### src/rtl/ram_playback.sv
// Plays back digits stored in a small RAM onto a seven-segment display, one entry at a time.
// Latency: one read strobe, then one cycle of RAM latency, then HOLD_TICKS ticks shown and GAP_TICKS ticks blanked per entry.
// Backpressure: none; start_i is ignored while busy, and stop_i (or reset) aborts at once without a done pulse.
module ram_playback #(
  parameter int DEPTH      = 8,
  parameter int HOLD_TICKS = 3,   // must be >= 1
  parameter int GAP_TICKS  = 1    // must be >= 1
) (
  input  logic       clk_i,
  input  logic       reset_n,
  input  logic       tick_i,
  input  logic       start_i,
  input  logic       stop_i,
  input  logic       loop_i,
  input  logic [3:0] count_i,
  output logic       rd_en_o,
  output logic [2:0] rd_adr_o,
  input  logic [4:0] rd_data_i,
  output logic [3:0] digit_o,
  output logic       blank_o,
  output logic       busy_o,
  output logic       done_o,
  output logic       bad_o
);

  localparam int TW = 8;
  localparam logic [3:0]    DEPTH_C   = 4'(DEPTH);
  localparam logic [TW-1:0] HOLD_LAST = TW'(HOLD_TICKS - 1);
  localparam logic [TW-1:0] GAP_LAST  = TW'(GAP_TICKS - 1);

  typedef enum logic [2:0] {
    IDLE,
    FETCH,
    WAIT,
    SHOW,
    GAP,
    DONE
  } state_t;

  state_t        state;
  logic [2:0]    adr;
  logic [3:0]    count_q;
  logic [TW-1:0] tick_cnt;
  logic          last_entry;

  // The read address register doubles as the playback position.
  assign rd_adr_o   = adr;
  assign last_entry = ({1'b0, adr} == (count_q - 4'd1));

  // Playback sequencer; every output is registered and updated on the transition that enters its state.
  always_ff @(posedge clk_i or negedge reset_n) begin
    if (!reset_n) begin
      state    <= IDLE;
      adr      <= '0;
      count_q  <= '0;
      tick_cnt <= '0;
      digit_o  <= '0;
      blank_o  <= 1'b1;
      busy_o   <= 1'b0;
      done_o   <= 1'b0;
      rd_en_o  <= 1'b0;
      bad_o    <= 1'b0;
    end else if (state != IDLE && stop_i) begin
      // Abort takes priority over ticks and starts; no done pulse on abort.
      state    <= IDLE;
      tick_cnt <= '0;
      blank_o  <= 1'b1;
      busy_o   <= 1'b0;
      done_o   <= 1'b0;
      rd_en_o  <= 1'b0;
    end else begin
      rd_en_o <= 1'b0;
      done_o  <= 1'b0;
      case (state)
        IDLE: begin
          if (start_i && !stop_i) begin
            count_q  <= (count_i > DEPTH_C) ? DEPTH_C : count_i;
            adr      <= '0;
            bad_o    <= 1'b0;
            tick_cnt <= '0;
            if (count_i == 4'd0) begin
              state  <= DONE;
              done_o <= 1'b1;
            end else begin
              state   <= FETCH;
              rd_en_o <= 1'b1;
              busy_o  <= 1'b1;
            end
          end
        end
        FETCH: begin
          state <= WAIT;
        end
        WAIT: begin
          // RAM data arrives one cycle after the strobe; the digit is captured even for
          // invalid entries, but the display stays blank for them.
          digit_o  <= rd_data_i[3:0];
          blank_o  <= ~rd_data_i[4];
          if (!rd_data_i[4]) begin
            bad_o <= 1'b1;
          end
          tick_cnt <= '0;
          state    <= SHOW;
        end
        SHOW: begin
          if (tick_i) begin
            if (tick_cnt == HOLD_LAST) begin
              tick_cnt <= '0;
              blank_o  <= 1'b1;
              state    <= GAP;
            end else begin
              tick_cnt <= tick_cnt + 8'd1;
            end
          end
        end
        GAP: begin
          if (tick_i) begin
            if (tick_cnt == GAP_LAST) begin
              tick_cnt <= '0;
              if (last_entry && !loop_i) begin
                state  <= DONE;
                done_o <= 1'b1;
                busy_o <= 1'b0;
              end else begin
                adr     <= last_entry ? 3'd0 : adr + 3'd1;
                state   <= FETCH;
                rd_en_o <= 1'b1;
              end
            end else begin
              tick_cnt <= tick_cnt + 8'd1;
            end
          end
        end
        DONE: begin
          state <= IDLE;
        end
        default: begin
          state <= IDLE;
        end
      endcase
    end
  end

endmodule

### config.mk
export PLATFORM = sky130hd
export DESIGN_NAME = ram_playback
export DESIGN_NICKNAME = d
export VERILOG_FILES = /design/src/rtl/ram_playback.sv
export SDC_FILE = /design/constraint.sdc
export NUM_CORES = 1
export LEC_CHECK = 0
export CAP_MARGIN = 20
export CELL_PAD_IN_SITES_DETAIL_PLACEMENT = 1
export CELL_PAD_IN_SITES_GLOBAL_PLACEMENT = 2
export CORE_UTILIZATION = 32
export CTS_CLUSTER_SIZE = 16
export DETAILED_ROUTE_END_ITERATION = 10
export GPL_ROUTABILITY_DRIVEN = 0
export GPL_TIMING_DRIVEN = 0
export PLACE_DENSITY_LB_ADDON = 0.1
export SETUP_SLACK_MARGIN = 0.2
export SYNTH_ARGS = -nofsm -noshare
export SYNTH_HDL_FRONTEND = slang
export SYNTH_SLANG_ARGS = --single-unit
### constraint.sdc
create_clock -name clk_i -period 2.8 [get_ports clk_i]
set_clock_uncertainty 0.15 [all_clocks]
set_input_delay 0.7 -clock clk_i [delete_from_list [all_inputs] [get_ports clk_i]]
set_output_delay 0.7 -clock clk_i [all_outputs]
set_load 0.05 [all_outputs]
Word-level counts from Yosys, hierarchy flattened --
Index checks and enable logic that the tools add are counted.
Cells by class: add/sub/neg operators 3, $mul 0, divide/modulo/power cells 0, order comparisons 1, equal/unequal tests 18, shift operators 0, muxes and demuxes 51, bitwise gates (word level) 2, reductions and logical operators 22
Operator list (count):
- 8-bit 2-to-1 mux | 6
- 3-bit 2-to-1 mux | 13
- 8-bit one-hot mux with 4 select lines | 1
- 1-bit 2-to-1 mux | 23
- 3-bit inequality test (second input constant) | 7
- 3-bit one-hot mux with 5 select lines | 1
- 6-bit AND reduction | 2
- 2-bit inequality test (second input constant) | 5
- 1-bit one-hot mux with 2 select lines | 5
- 3-bit nonzero test | 3
- 8-bit by 1-bit adder with 8-bit output (second input constant) | 1
- 8-bit by 2-bit equality test with 1-bit output (second input constant) | 1
- 8-bit logical NOT | 1
- 4-bit AND reduction | 2
- 3-bit by 2-bit equality test with 1-bit output (second input constant) | 2
- 3-bit one-hot mux with 2 select lines | 1
- 3-bit AND reduction | 2
- 5-bit AND reduction | 1
- 5-bit nonzero test | 1
- 3-bit by 4-bit equality test with 1-bit output | 1
- 4-bit greater-than comparator (second input constant) | 1
- 4-bit logical NOT | 1
- 4-bit 2-to-1 mux | 1
- 2-bit nonzero test | 2
- 9 further kinds | 13
Storage, ports and cells: bits in registers 27, bits in latches 0, RAM bits 0, bits in read-only memories 0, input bits 15, word-level logic and storage cells 107, memories kept 0

Logic depth before layout (Yosys ltp) --
depth in word-level cells 8, depth in mapped cells 7, depth with buffers taken out 7

Least setup slack after synthesis --
Ideal clock, no wire load.
path type reg2reg, start point reg adr[2], in the netlist rd_adr_o[2], end point reg adr[0], in the netlist rd_adr_o[0], setup time 66 ps, data arrival time 1937 ps, required time 2584 ps, path slack 647 ps, cell stages (with the launch flop) 6, path buffers 0, cell sequence dfrtp_1 -> xor2_1 -> or4b_4 -> a211oi_4 -> a21o_2 -> a22o_2
On the way: word-level cells in the longest chain between the ends 6, elaborated cells on any way between the ends 9, classes of those cells eq/ne: 2; mux: 5; reduce/logical: 2
RTL lines:
- start, declared | line 41 | logic [2:0] adr;
- start signal, assigned | line 125 | adr <= last_entry ? 3'd0 : adr + 3'd1;
- 3-bit by 4-bit equality test with 1-bit output (*) | line 48 | assign last_entry = ({1'b0, adr} == (count_q - 4'd1));
- 3-bit 2-to-1 mux | line 125
- 3-bit 2-to-1 mux | line 120 | if (last_entry && !loop_i) begin
- 3-bit 2-to-1 mux | line 118 | if (tick_cnt == GAP_LAST) begin
- 3-bit 2-to-1 mux | line 117 | if (tick_i) begin
- 3-bit one-hot mux with 2 select lines | line 74 | case (state)
Mark *: on every way between the ends. The rest lies on a longest branch, timed or not. The select of a mux whose other input is x is not followed. A chain may end at the register's enable or synchronous reset.

Worst setup path after layout --
start point reg blank_o, end point out blank_o
RTL lines:
- start, declared | line 20 | output logic blank_o,
- start signal, assigned | line 98 | blank_o <= ~rd_data_i[4];
No word-level cell between the ends.

==> impl_metrics.py <==
metrics = {
    "pwr": {
        "powerDensity_mw_per_mm2": 891,
        "total_power_w": 0.00180,
        "ir_drop_mv": 0.413,
        "p_leak_nw": 0.887,
    },
    "synthesis": {
        "syn-cell-area_mm2": 0.00162,
        "yosysWarnings": 0,
        "synth_cell_type_count": 42,
        "synth_edf_count": 0,
        "ys_seq_area_frac": 0.419,
        "synth_fp_nets": 193,
        "syn_area_per_cell_um2": 9.34,
        "synthCells": 173,
        "synthFlopType": "dfrtp_1",
        "async_reset_ff_frac": 1.00,
        "ys_ff_latch": 27,
    },
    "setup_path": {
        "critPathCaptureType": "primary output",
        "crit_chain": "clkdlybuf4s50_1",
        "required_ns": 1.95,
        "cp-start-kind": "flop",
        "crit_type": "flop to primary output",
        "crit_buf_inv": 1,
        "critPathArrivalTime_ns": 1.60,
        "critPathTopFamily": "buffers and inverters",
        "slowest_delay_ns": 0.79,
        "critPathMaxFanout": 2,
        "critPathSlowestCell": "clkdlybuf4s50_1",
    },
    "clock_tree": {
        "post-cts-setup-buffer-count": 0,
        "cts.htree.levels": 1,
        "ctsHoldBuffers": 0,
        "cts_buffer_depth": 2,
        "cts-root-buf": "clkbuf_8",
        "cts_tree": "built",
        "numCtsBuffers": 3,
        "clock-sinks": 27,
        "insertion_delay_ns": 0.28,
        "cts_resized": 0,
        "path_clk_slew_ns": 0.09,
    },
    "finish": {
        "n_antenna_cell": 0,
        "drive_gt1_frac": 0.143,
        "nets": 224,
        "area_delta_synth_final_pct": 25.3,
        "final_cells": 270,
        "final_common_cell": "dfrtp_1",
        "final_util": 0.423,
        "final_cell_mix": "dfrtp_1, clkdlybuf4s50_1, nand2_1",
        "fill_cells": 562,
    },
    "flow_run": {
        "drv_cap": 0,
    },
    "route": {
        "wl_mm": 4.13,
        "first_pass_iters": 4,
        "vias_per_cell": 5.14,
        "initialDrtViolationCount": 42,
        "drc": 0,
        "ant_nets": 0,
        "wl_per_cell_um": 15.3,
        "vias": 1388,
    },
    "floorplan": {
        "initial_core_util": 0.338,
        "die_area_mm2": 0.00534,
        "rows": 25,
        "die_y_um": 73.0,
        "core_area_mm2": 0.00479,
        "io_pins": 27,
        "fp.dieW_um": 73.0,
    },
    "sta": {
        "rsz0062_at_grt": "false",
        "fin_setup_tns_ns": 0,
        "worst_slew_pin_slew_ns": 0.670,
        "relSlewSlack": 0.549,
        "finalCritPeriodShare": 0.875,
        "fmaxAchievable_ghz": 0.408,
        "finalHoldViolations": 0,
        "drv_slew": 0,
        "finalSetupViolations": 0,
        "final.min_clock_period_ns": 2.45,
        "holdWs_ns": 0.362,
    },
    "global_routing": {
        "grt_pass1_vias": 1451,
        "grt_max_degree": 19,
        "antenna_found_initial": 0,
        "grt_overflow": 0,
        "grt_util_all_layers": 0.170,
        "grt_pass1_wl_mm": 7.00,
    },
    "placement": {
        "hpwl_mm": 3.19,
        "post-place-cells": 266,
        "port_buffers": 25,
    },
    "run_status": {
        "outcome": "complete, no violations",
    },
    "hold_path": {
        "holdCritPathClass": "flop to flop",
    },
}
[report_power, final]
| group | switching (W) | internal (W) | total (W) |
|---|---|---|---|
| clock | 0.000128 | 0.0000999 | 0.000228 |
| sequential | 0.0000924 | 0.000504 | 0.000597 |
| combinational | 0.000609 | 0.000369 | 0.000979 |
[per-layer routing]
metal | vias to the layer above | share of wire | GRT usage
met5 | - | 0 | 0
met4 | 0 | 0.011 | 0.0523
met3 | 4 | 0.025 | 0.0221
met2 | 18 | 0.49 | 0.295
met1 | 690 | 0.47 | 0.219
li1 | 676 | - | -
[cell type report]
class                      instances  area [um^2]  area share
tap                               67         83.8      0.0414
buffer                             6         27.5      0.0136
clock inverter                     1         5.00     0.00247
multi-input combinational        130          873       0.432
sequential                        27          677       0.335
timing repair buffer              26          278       0.137
inverter                          10         37.5      0.0186
clock buffer                       3         41.3      0.0204
[logic make-up (layout without fill, tap and decap cells)]
logic type	count (synthesis)	in the layout	share of synthesized area
AO/OA/AOI/OAI	47	47	0.201
XOR/XNOR	3	3	0.0163
adder cells (fa/ha/maj)	5	5	0.0387
buffers and inverters	16	46	0.0403
flip-flops	27	27	0.419
multiplexers	8	8	0.0550
AND/OR/NAND/NOR	67	67	0.229
[synthesized netlist by cell type, types with 2 or more instances]
| cell | count | area, um^2 |
|---|---|---|
| dfrtp_1 | 26 | 651 |
| nand2_1 | 18 | 67.6 |
| o21ai_0 | 13 | 65.1 |
| nor2_1 | 12 | 45.0 |
| inv_1 | 10 | 37.5 |
| a21oi_1 | 8 | 40.0 |
| mux2_2 | 7 | 78.8 |
| and3_1 | 6 | 37.5 |
| nand3_1 | 6 | 30.0 |
| nor2b_1 | 6 | 37.5 |
| ha_1 | 5 | 62.6 |
| nand2b_1 | 5 | 31.3 |
| a31oi_1 | 4 | 25.0 |
| buf_2 | 4 | 20.0 |
| o22ai_1 | 4 | 25.0 |
| a22o_1 | 3 | 26.3 |
| o21a_1 | 3 | 22.5 |
| xor2_1 | 3 | 26.3 |
| a21oi_2 | 2 | 17.5 |
| a221o_1 | 2 | 20.0 |
| a22o_2 | 2 | 20.0 |
| clkbuf_1 | 2 | 7.51 |
| nand3b_1 | 2 | 15.0 |
| nor3_1 | 2 | 10.0 |
[flip-flops by register name, summed over array words and instances (netlist names)]
signal	count
bad_o	1
blank_o	1
busy_o	1
count_q	4
digit_o	4
done_o	1
rd_adr_o	3
rd_en_o	1
state	3
tick_cnt	8
[stage by stage]
stage               cell area [um^2]  setup WS (ns)
floorplan                       1620          0.647
global placement                1950          0.152
detailed placement              1980         0.0836
CTS                             2020          0.335
global route                    2020          0.235
finish                          2020          0.351
[final timing paths]
path	startpoint	slack [ns]	cells past startpoint	end
worst max-delay path	blank_o	0.35	1	blank_o
worst min-delay path	digit_o[0]	0.36	1	digit_o[0]
worst max register to register	count_q[0]	0.42	7	rd_adr_o[0]
worst min register to register	digit_o[0]	0.36	1	digit_o[0]
max in group asynchronous	reset_n	1.29	2	blank_o
min in group asynchronous	reset_n	0.63	1	count_q[2]
Note: power is estimated with default switching activity, not from simulation.
